<file path="src/rtl/pipe_stage_skid_pkg.sv">
// Shared pipeline definitions: field-width defaults, bubble opcode fill and
// the skid-stage occupancy encoding.
package pipe_stage_skid_pkg;

  localparam int unsigned DATA_W_DEF = 32;
  localparam int unsigned OP_W_DEF   = 6;
  localparam int unsigned RD_W_DEF   = 5;
  localparam int unsigned WB_W_DEF   = 2;

  // Default bubble opcode is this bit replicated across the op field (all-ones).
  localparam bit NOOP_OP_FILL = 1'b1;

  // Occupancy of the stage: nothing held, MAIN held, MAIN and SKID held.
  typedef enum logic [1:0] {
    ST_EMPTY = 2'd0,
    ST_ONE   = 2'd1,
    ST_TWO   = 2'd2
  } skid_state_e;

endpackage

</file>
<file path="src/rtl/pipe_stage_skid_slot.sv">
// pipe_slot: one registered pipeline entry (all fields plus a valid bit).
// Ports:
//   clk, rst        clock, asynchronous active-high reset
//   load            capture d_* and mark the slot valid
//   clr             empty the slot to bubble values (wins over load)
//   d_*             entry fields to capture
//   valid, q_*      registered slot contents; bubble values when empty
module pipe_slot
  import pipe_stage_skid_pkg::*;
#(
  parameter int unsigned       DATA_W  = DATA_W_DEF,
  parameter int unsigned       OP_W    = OP_W_DEF,
  parameter int unsigned       RD_W    = RD_W_DEF,
  parameter int unsigned       WB_W    = WB_W_DEF,
  parameter logic [OP_W-1:0]   NOOP_OP = {OP_W{NOOP_OP_FILL}}
) (
  input  logic              clk,
  input  logic              rst,
  input  logic              load,
  input  logic              clr,
  input  logic [DATA_W-1:0] d_alu,
  input  logic [DATA_W-1:0] d_mem,
  input  logic [OP_W-1:0]   d_op,
  input  logic [RD_W-1:0]   d_rd,
  input  logic [RD_W-1:0]   d_res,
  input  logic [WB_W-1:0]   d_wb,
  output logic              valid,
  output logic [DATA_W-1:0] q_alu,
  output logic [DATA_W-1:0] q_mem,
  output logic [OP_W-1:0]   q_op,
  output logic [RD_W-1:0]   q_rd,
  output logic [RD_W-1:0]   q_res,
  output logic [WB_W-1:0]   q_wb
);

  // An empty slot always holds bubble values so its outputs can drive the
  // stage outputs directly.
  always_ff @(posedge clk or posedge rst) begin
    if (rst) begin
      valid <= 1'b0;
      q_alu <= '0;
      q_mem <= '0;
      q_op  <= NOOP_OP;
      q_rd  <= '0;
      q_res <= '0;
      q_wb  <= '0;
    end else if (clr) begin
      valid <= 1'b0;
      q_alu <= '0;
      q_mem <= '0;
      q_op  <= NOOP_OP;
      q_rd  <= '0;
      q_res <= '0;
      q_wb  <= '0;
    end else if (load) begin
      valid <= 1'b1;
      q_alu <= d_alu;
      q_mem <= d_mem;
      q_op  <= d_op;
      q_rd  <= d_rd;
      q_res <= d_res;
      q_wb  <= d_wb;
    end
  end

endmodule

</file>
<file path="src/rtl/pipe_stage_skid.sv">
// pipe_stage_skid: two-entry skid-buffered pipeline register. MAIN drives the
// outputs; SKID catches the one entry accepted while MAIN is stalled, so
// in_ready depends only on registered state and never on out_ready.
// Ports:
//   clk, rst                 clock, asynchronous active-high reset
//   flush                    synchronous discard of all held entries
//   in_valid, in_ready       upstream handshake
//   in_alu..in_wb            incoming entry fields
//   out_valid, out_ready     downstream handshake
//   out_alu..out_wb          registered entry fields (bubble when not valid)
module pipe_stage_skid
  import pipe_stage_skid_pkg::*;
#(
  parameter int unsigned       DATA_W  = DATA_W_DEF,
  parameter int unsigned       OP_W    = OP_W_DEF,
  parameter int unsigned       RD_W    = RD_W_DEF,
  parameter int unsigned       WB_W    = WB_W_DEF,
  parameter logic [OP_W-1:0]   NOOP_OP = {OP_W{NOOP_OP_FILL}}
) (
  input  logic              clk,
  input  logic              rst,
  input  logic              flush,
  input  logic              in_valid,
  output logic              in_ready,
  input  logic [DATA_W-1:0] in_alu,
  input  logic [DATA_W-1:0] in_mem,
  input  logic [OP_W-1:0]   in_op,
  input  logic [RD_W-1:0]   in_rd,
  input  logic [RD_W-1:0]   in_res,
  input  logic [WB_W-1:0]   in_wb,
  output logic              out_valid,
  input  logic              out_ready,
  output logic [DATA_W-1:0] out_alu,
  output logic [DATA_W-1:0] out_mem,
  output logic [OP_W-1:0]   out_op,
  output logic [RD_W-1:0]   out_rd,
  output logic [RD_W-1:0]   out_res,
  output logic [WB_W-1:0]   out_wb
);

  skid_state_e state_q, state_d;

  logic main_load, main_clr, main_from_skid;
  logic skid_load, skid_clr;
  logic skid_valid;
  logic accept, emit;

  logic [DATA_W-1:0] skid_alu, skid_mem;
  logic [OP_W-1:0]   skid_op;
  logic [RD_W-1:0]   skid_rd, skid_res;
  logic [WB_W-1:0]   skid_wb;

  logic [DATA_W-1:0] main_d_alu, main_d_mem;
  logic [OP_W-1:0]   main_d_op;
  logic [RD_W-1:0]   main_d_rd, main_d_res;
  logic [WB_W-1:0]   main_d_wb;

  // Ready is a flop output (inverted): open exactly while SKID is free.
  assign in_ready = ~skid_valid;
  assign accept   = in_valid & in_ready;
  assign emit     = out_valid & out_ready;

  // Occupancy transitions and slot load/clear controls.
  always_comb begin
    state_d        = state_q;
    main_load      = 1'b0;
    main_clr       = 1'b0;
    main_from_skid = 1'b0;
    skid_load      = 1'b0;
    skid_clr       = 1'b0;
    if (flush) begin
      state_d  = ST_EMPTY;
      main_clr = 1'b1;
      skid_clr = 1'b1;
    end else begin
      unique case (state_q)
        ST_EMPTY: begin
          if (accept) begin
            state_d   = ST_ONE;
            main_load = 1'b1;
          end
        end
        ST_ONE: begin
          if (accept && emit) begin
            main_load = 1'b1;
          end else if (accept) begin
            state_d   = ST_TWO;
            skid_load = 1'b1;
          end else if (emit) begin
            state_d  = ST_EMPTY;
            main_clr = 1'b1;
          end
        end
        ST_TWO: begin
          // SKID is full so no accept can occur here.
          if (emit) begin
            state_d        = ST_ONE;
            main_load      = 1'b1;
            main_from_skid = 1'b1;
            skid_clr       = 1'b1;
          end
        end
        default: begin
          state_d  = ST_EMPTY;
          main_clr = 1'b1;
          skid_clr = 1'b1;
        end
      endcase
    end
  end

  // State register.
  always_ff @(posedge clk or posedge rst) begin
    if (rst) state_q <= ST_EMPTY;
    else     state_q <= state_d;
  end

  // MAIN refills from SKID when draining, otherwise straight from the inputs.
  always_comb begin
    main_d_alu = in_alu;
    main_d_mem = in_mem;
    main_d_op  = in_op;
    main_d_rd  = in_rd;
    main_d_res = in_res;
    main_d_wb  = in_wb;
    if (main_from_skid) begin
      main_d_alu = skid_alu;
      main_d_mem = skid_mem;
      main_d_op  = skid_op;
      main_d_rd  = skid_rd;
      main_d_res = skid_res;
      main_d_wb  = skid_wb;
    end
  end

  pipe_slot #(
    .DATA_W (DATA_W),
    .OP_W   (OP_W),
    .RD_W   (RD_W),
    .WB_W   (WB_W),
    .NOOP_OP(NOOP_OP)
  ) u_main (
    .clk  (clk),
    .rst  (rst),
    .load (main_load),
    .clr  (main_clr),
    .d_alu(main_d_alu),
    .d_mem(main_d_mem),
    .d_op (main_d_op),
    .d_rd (main_d_rd),
    .d_res(main_d_res),
    .d_wb (main_d_wb),
    .valid(out_valid),
    .q_alu(out_alu),
    .q_mem(out_mem),
    .q_op (out_op),
    .q_rd (out_rd),
    .q_res(out_res),
    .q_wb (out_wb)
  );

  pipe_slot #(
    .DATA_W (DATA_W),
    .OP_W   (OP_W),
    .RD_W   (RD_W),
    .WB_W   (WB_W),
    .NOOP_OP(NOOP_OP)
  ) u_skid (
    .clk  (clk),
    .rst  (rst),
    .load (skid_load),
    .clr  (skid_clr),
    .d_alu(in_alu),
    .d_mem(in_mem),
    .d_op (in_op),
    .d_rd (in_rd),
    .d_res(in_res),
    .d_wb (in_wb),
    .valid(skid_valid),
    .q_alu(skid_alu),
    .q_mem(skid_mem),
    .q_op (skid_op),
    .q_rd (skid_rd),
    .q_res(skid_res),
    .q_wb (skid_wb)
  );

endmodule

</file>
<file path="config.mk">
export PLATFORM = sky130hd
export DESIGN_NAME = pipe_stage_skid
export DESIGN_NICKNAME = d
export VERILOG_FILES = /design/src/rtl/pipe_stage_skid_pkg.sv /design/src/rtl/pipe_stage_skid_slot.sv /design/src/rtl/pipe_stage_skid.sv
export SDC_FILE = /design/constraint.sdc
export NUM_CORES = 1
export LEC_CHECK = 0
export CORE_UTILIZATION = 55
export CTS_CLUSTER_SIZE = 8
export DETAILED_ROUTE_END_ITERATION = 8
export DONT_BUFFER_PORTS = 1
export HOLD_SLACK_MARGIN = 0.1
export PLACE_DENSITY = 0.7
export SETUP_SLACK_MARGIN = 0.05
export SLEW_MARGIN = 10
export SYNTH_ARGS = -nofsm -noshare
export SYNTH_HDL_FRONTEND = slang
export SYNTH_SLANG_ARGS = --single-unit
export TNS_END_PERCENT = 20
</file>
<file path="constraint.sdc">
create_clock -name clk -period 11.35 [get_ports clk]
set_input_delay 2.27 -clock clk [delete_from_list [all_inputs] [get_ports clk]]
set_output_delay 2.27 -clock clk [all_outputs]
set_load 0.005 [all_outputs]
</file>
==> results.sh, run 1 <==
export IMPL_status="finished clean"
export IMPL_wl_per_cell_um=23.2
export IMPL_rsz0062_at_grt="no"
export IMPL_comb_power_share_pct=9.9
export IMPL_synth_top_cells_by_area="dfrtp_1 (55%), mux2i_1 (11%), a22o_1 (9.4%)"
export IMPL_finalSetupTns_ps=0
export IMPL_startpoint_type="input port"
export IMPL_synth_top_cell_area_share_pct=55.4
export IMPL_yosysTopAreaCell="dfrtp_1"
export IMPL_clockBufferDepth=2
export IMPL_postSynth_asyncResetShare_pct=100
export IMPL_dp_hpwl_um=9080
export IMPL_drt_vias_per_instance=6.54
export IMPL_synth_edff_count=0
export IMPL_die_h_um=115
export IMPL_clk_pin_slew_ps=60
export IMPL_port_buffers=0
export IMPL_critical_path_class="input port to flop"
export IMPL_drive_gt1_share_pct=12.2
export IMPL_ant_nets=0
export IMPL_route_vias_total=4318
export IMPL_synth_warnings=0
export IMPL_insertion_delay_ps=420
export IMPL_syn_avg_cell_area_um2=14.1
export IMPL_crit_required_ps=11690
export IMPL_synth_main_ff_cell="dfrtp_1"
export IMPL_syn_instance_count=501
export IMPL_setup_viol_count_final=0
export IMPL_p_int_w=0.00106
export IMPL_p_leak_nw=3.20
export IMPL_hold_viol_final=0
export IMPL_drt_iter0_markers=220
export IMPL_slew_viol_final=0
export IMPL_p_per_area_nw_per_um2=187
export IMPL_dr_pass1_iters=4
export IMPL_cts_sinks=168
export IMPL_ir_drop_mv=0.0838
export IMPL_power_net_switching_w=0.000361
export IMPL_setup_ws_ps=7220
export IMPL_initial_utilization_pct=57.5
export IMPL_antenna_found_initial=0
export IMPL_route_detailed_drc=0
export IMPL_grt_pass1_vias=4525
export IMPL_worst_path_max_fanout=43
export IMPL_die_w_um=115
export IMPL_rows=40
export IMPL_cts_hold_buf=0
export IMPL_synth_fp_nets=588
export IMPL_grt_overflow=0
export IMPL_cp_end_kind="flop"
export IMPL_finalWirelength_um=15300
export IMPL_synthDistinctLibCells=34
export IMPL_yosysSeqAreaShare_pct=59.9
export IMPL_period_minus_slack_ps=4130
export IMPL_cp_arrival_ps=4470
export IMPL_grt_usage_pct=24.1
export IMPL_seqPwrFrac_pct=49.5
export IMPL_h_tree_depth=4
export IMPL_grt_max_degree=100
export IMPL_gp_congestion=0.773
export IMPL_clock_power_share_pct=40.7
export IMPL_relSlewSlack_pct=29.0
export IMPL_cts_setup_buffers=0
export IMPL_switching_share_pct=25.3
export IMPL_drv_cap=0
export IMPL_ys_seq_elements=168
export IMPL_area_growth_pct=7.94
export IMPL_pin_count=171
export IMPL_finalCritPeriodShare_pct=36.4
export IMPL_min_path_type="flop to flop"
export IMPL_place_ws_ps=6800
export IMPL_fmax_mhz=242
export IMPL_synth_area_um2=7050
export IMPL_nets=566
export IMPL_grt_pass1_wl_um=24300
export IMPL_cts_root_buf="clkbuf_16"
export IMPL_cts_resized=0
export IMPL_core_um2=12300
export IMPL_cts_tree="yes"
export IMPL_cts_buffers=17
export IMPL_dieArea_um2=13300
export IMPL_diodes=0
export IMPL_worstMarginPinSlew_ps=1060
export IMPL_clock_skew_ps=6.22
==> flip-flops by register name, indices dropped and copies added, names as in the netlist <==
register,flops
u_skid.q_mem,32
u_main.valid,1
u_main.q_mem,32
u_skid.q_wb,2
u_skid.q_alu,32
u_main.q_res,5
u_skid.q_op,6
u_main.q_op,6
u_main.q_rd,5
u_main.q_alu,32
u_skid.q_res,5
u_skid.valid,1
u_main.q_wb,2
u_skid.q_rd,5
state_q,2
==> cell families (layout without fill, tap and decap cells) <==
kind of cell / count (synthesis) / count (layout) / synth area share (%)
AO/OA/AOI/OAI: 177 / 177 / 21.7
buffers and inverters: 50 / 41 / 4.67
flip-flops: 168 / 168 / 59.9
AND/OR/NAND/NOR: 23 / 23 / 1.88
multiplexers: 82 / 82 / 11.8
XOR/XNOR: 1 / 1 / 0.124
==> Yosys cell counts (2+ instances only) <==
library cell	instances
nor3_1	2
dfrtp_1	156
inv_1	3
a22o_1	76
buf_8	5
clkbuf_4	3
buf_2	20
nand2b_1	3
mux2_2	6
nand2_1	4
o21bai_1	2
mux2i_1	76
nor2_1	6
buf_4	3
buf_6	5
nor2b_1	3
a21oi_1	3
dfstp_2	12
clkbuf_1	11
o2bb2ai_1	76
a2bb2oi_1	2
o22a_1	12
==> routing by layer <==
metal | global-route usage, % | vias up | routed length, um
li1 | - | 1879 | -
met1 | 30.5 | 2273 | 6370
met2 | 37.7 | 143 | 7280
met3 | 9.33 | 23 | 1370
met4 | 9.18 | 0 | 285
met5 | 0 | - | 0
==> worst paths after layout <==
kind	endpoint	depth (start not counted)	start	slack, ps
setup / recovery	u_main.q_op[0]	6	out_ready	7220
hold / removal	u_skid.q_mem[28]	1	u_skid.q_mem[28]	500
min in group asynchronous	u_skid.q_mem[7]	1	rst	1900
setup reg to reg	u_main.q_op[0]	6	state_q[0]	8490
max in group asynchronous	u_main.q_res[0]	2	rst	8020
hold reg to reg	u_skid.q_mem[28]	1	u_skid.q_mem[28]	500
==> critical path, cell delays in order <==
cell and delay [ps]:
nand2_1 90, nor3_2 180, buf_4 570, buf_4 710, mux2_2 410, o22a_1 160
==> power by group through the flow <==
stage | Sequential [W] | Clock (W) | Combinational (W)
after global placement | 0.000713 | 0 | 0.000137
after floorplan | 0.000697 | 0 | 0.000121
after global routing | 0.000711 | 0.000618 | 0.000156
after detailed placement | 0.000714 | 0 | 0.000143
final | 0.000705 | 0.000580 | 0.000141
after CTS | 0.000705 | 0.000591 | 0.000143
==> final cells by class <==
| cell class | instances | area [um^2] |
|---|---|---|
| Tap cell | 168 | 210 |
| Inverter | 3 | 16.3 |
| Multi-Input combinational cell | 283 | 2520 |
| Clock buffer | 23 | 468 |
| Clock inverter | 9 | 123 |
| Timing Repair Buffer | 6 | 45.0 |
| Fill cell | 964 | 4660 |
| Sequential cell | 168 | 4220 |
==> per-stage QoR <==
step,instance area (um^2),hold WS (ps),power [W],instances,utilization [%]
6_report,7600,497,0.00143,660,62.0
5_1_grt,7600,509,0.00149,660,62.0
4_1_cts,7600,502,0.00144,660,62.0
3_5_place_dp,7010,481,0.000857,628,57.2
3_3_place_gp,7010,482,0.000850,628,57.2
2_1_floorplan,7050,466,0.000818,501,-
==> layout by cell type, fill, tap and decap left out, types with 2 or more instances in the layout <==
| cell | n |
|---|---|
| a21oi_1 | 3 |
| a22o_1 | 76 |
| a2bb2oi_1 | 2 |
| buf_4 | 6 |
| bufinv_16 | 3 |
| clkbuf_1 | 4 |
| clkbuf_16 | 17 |
| clkbuf_8 | 2 |
| clkinv_2 | 5 |
| dfrtp_1 | 156 |
| dfstp_2 | 12 |
| inv_1 | 2 |
| mux2_2 | 6 |
| mux2i_1 | 76 |
| nand2_1 | 4 |
| nand2b_1 | 3 |
| nor2_1 | 5 |
| nor2b_1 | 3 |
| o21bai_1 | 2 |
| o22a_1 | 12 |
| o2bb2ai_1 | 76 |
Note: power is estimated with default switching activity, not from simulation.
==> run 2: changes to the inputs <==
==> constraint.sdc (replaced) <==
create_clock -name clk -period 4.1 [get_ports clk]
set_input_delay 0.82 -clock clk [delete_from_list [all_inputs] [get_ports clk]]
set_output_delay 0.82 -clock clk [all_outputs]
set_load 0.005 [all_outputs]
==> results.sh, run 2 (synthesis gave the netlist of run 1 again) <==
export IMPL_status="finished clean"
export IMPL_ant_nets=0
export IMPL_die_h_um=115
export IMPL_grt_usage_pct=24.1
export IMPL_dr_pass1_iters=4
export IMPL_gp_congestion=0.811
export IMPL_cts_root_buf="clkbuf_16"
export IMPL_cts_buffers=17
export IMPL_dieArea_um2=13300
export IMPL_place_ws_ps=1610
export IMPL_cp_arrival_ps=2490
export IMPL_cts_setup_buffers=0
export IMPL_nets=570
export IMPL_wl_per_cell_um=23.0
export IMPL_cts_sinks=168
export IMPL_finalPower_w=0.00409
export IMPL_finalWirelength_um=15200
export IMPL_ir_drop_mv=0.284
export IMPL_diodes=0
export IMPL_setup_ws_ps=1910
export IMPL_dp_hpwl_um=9170
export IMPL_pin_count=171
export IMPL_worst_path_max_fanout=43
export IMPL_clk_pin_slew_ps=60
export IMPL_rows=40
export IMPL_rsz0062_at_grt="no"
export IMPL_post_dp_cell_area_um2=7070
export IMPL_grt_max_degree=77
export IMPL_finalSetupTns_ps=0
export IMPL_final_common_cell="dfrtp_1"
export IMPL_critical_path_class="flop to flop"
export IMPL_crit_required_ps=4400
export IMPL_finalCritPeriodShare_pct=53.5
export IMPL_layout_cells_non_filler=663
export IMPL_fillers=955
export IMPL_route_detailed_drc=0
export IMPL_min_path_type="input port to asynchronous set/reset pin"
export IMPL_fmax_mhz=456
export IMPL_period_minus_slack_ps=2190
export IMPL_cts_hold_buf=0
export IMPL_clock_skew_ps=7.39
export IMPL_area_growth_pct=9.48
export IMPL_final_cell_mix="dfrtp_1 (156), mux2i_1 (76), o2bb2ai_1 (76), a22o_1 (76), clkbuf_16 (17)"
export IMPL_cp_end_kind="flop"
export IMPL_cts_tree="yes"
export IMPL_insertion_delay_ps=420
export IMPL_drive_gt1_share_pct=12.9
export IMPL_hold_viol_final=0
export IMPL_grt_pass1_vias=4464
export IMPL_place_inst=632
export IMPL_die_w_um=115
export IMPL_grt_overflow=0
export IMPL_clockBufferDepth=2
export IMPL_reg2regPathDepth=5
export IMPL_cp_startpoint="state_q[1]"
export IMPL_design_area_um2=7710
export IMPL_h_tree_depth=4
export IMPL_port_buffers=0
export IMPL_route_vias_total=4334
export IMPL_p_per_area_nw_per_um2=530
export IMPL_reg2reg_from="state_q[1]"
export IMPL_drv_cap=0
export IMPL_drt_iter0_markers=282
export IMPL_setup_viol_count_final=0
export IMPL_antenna_found_initial=0
export IMPL_initial_utilization_pct=57.5
export IMPL_grt_pass1_wl_um=24200
export IMPL_drt_vias_per_instance=6.54
export IMPL_startpoint_type="flop"
export IMPL_cts_resized=0
export IMPL_slew_viol_final=0
export IMPL_core_um2=12300
export IMPL_worstMarginPinSlew_ps=1070
export IMPL_p_leak_nw=3.25
export IMPL_relSlewSlack_pct=28.9
-- run 2: critical path, cell delays in order (launching register included) --
cell and delay [ps]:
dfrtp_1 510, nor2b_1 190, o21ai_1 190, a21o_2 720, buf_12 300, o2bb2ai_1 110
-- run 2: layout make-up --
| cell class | count | area [um^2] | share of cell area [%] |
|---|---|---|---|
| Clock buffer | 23 | 478 | 6.20 |
| Timing Repair Buffer | 10 | 100 | 1.30 |
| Inverter | 3 | 15.0 | 0.195 |
| Sequential cell | 168 | 4220 | 54.7 |
| Tap cell | 168 | 210 | 2.73 |
| Multi-Input combinational cell | 283 | 2520 | 32.7 |
| Clock inverter | 8 | 168 | 2.17 |
-- run 2: path summary, 6_finish.rpt --
kind / to / slack (ps)
min in group clk: u_main.valid / 460
worst max-delay path: u_main.q_rd[2] / 1910
worst max register to register: u_main.q_rd[2] / 1910
worst min-delay path: u_main.q_mem[9] / 420
max in group asynchronous: u_skid.q_mem[27] / 2740
worst min register to register: u_skid.q_alu[19] / 500
-- run 2: through the flow --
stage	utilization (%)	hold WS, ps
after global placement	57.6	482
final	62.9	421
after global routing	62.9	437
after CTS	62.9	423
after detailed placement	57.6	481
after floorplan	-	466
-- run 2: power breakdown --
group | internal, W | total (W) | switching [W]
Sequential | 0.00182 | 0.00195 | 0.000132
Combinational | 0.000152 | 0.000399 | 0.000247
Clock | 0.00112 | 0.00174 | 0.000612
-- run 2: layer usage --
layer	part of all wire, %	global-route usage (%)
met3	8.5	9.44
met4	1.9	9.87
met2	46	37.1
met1	43	30.6
met5	0	0
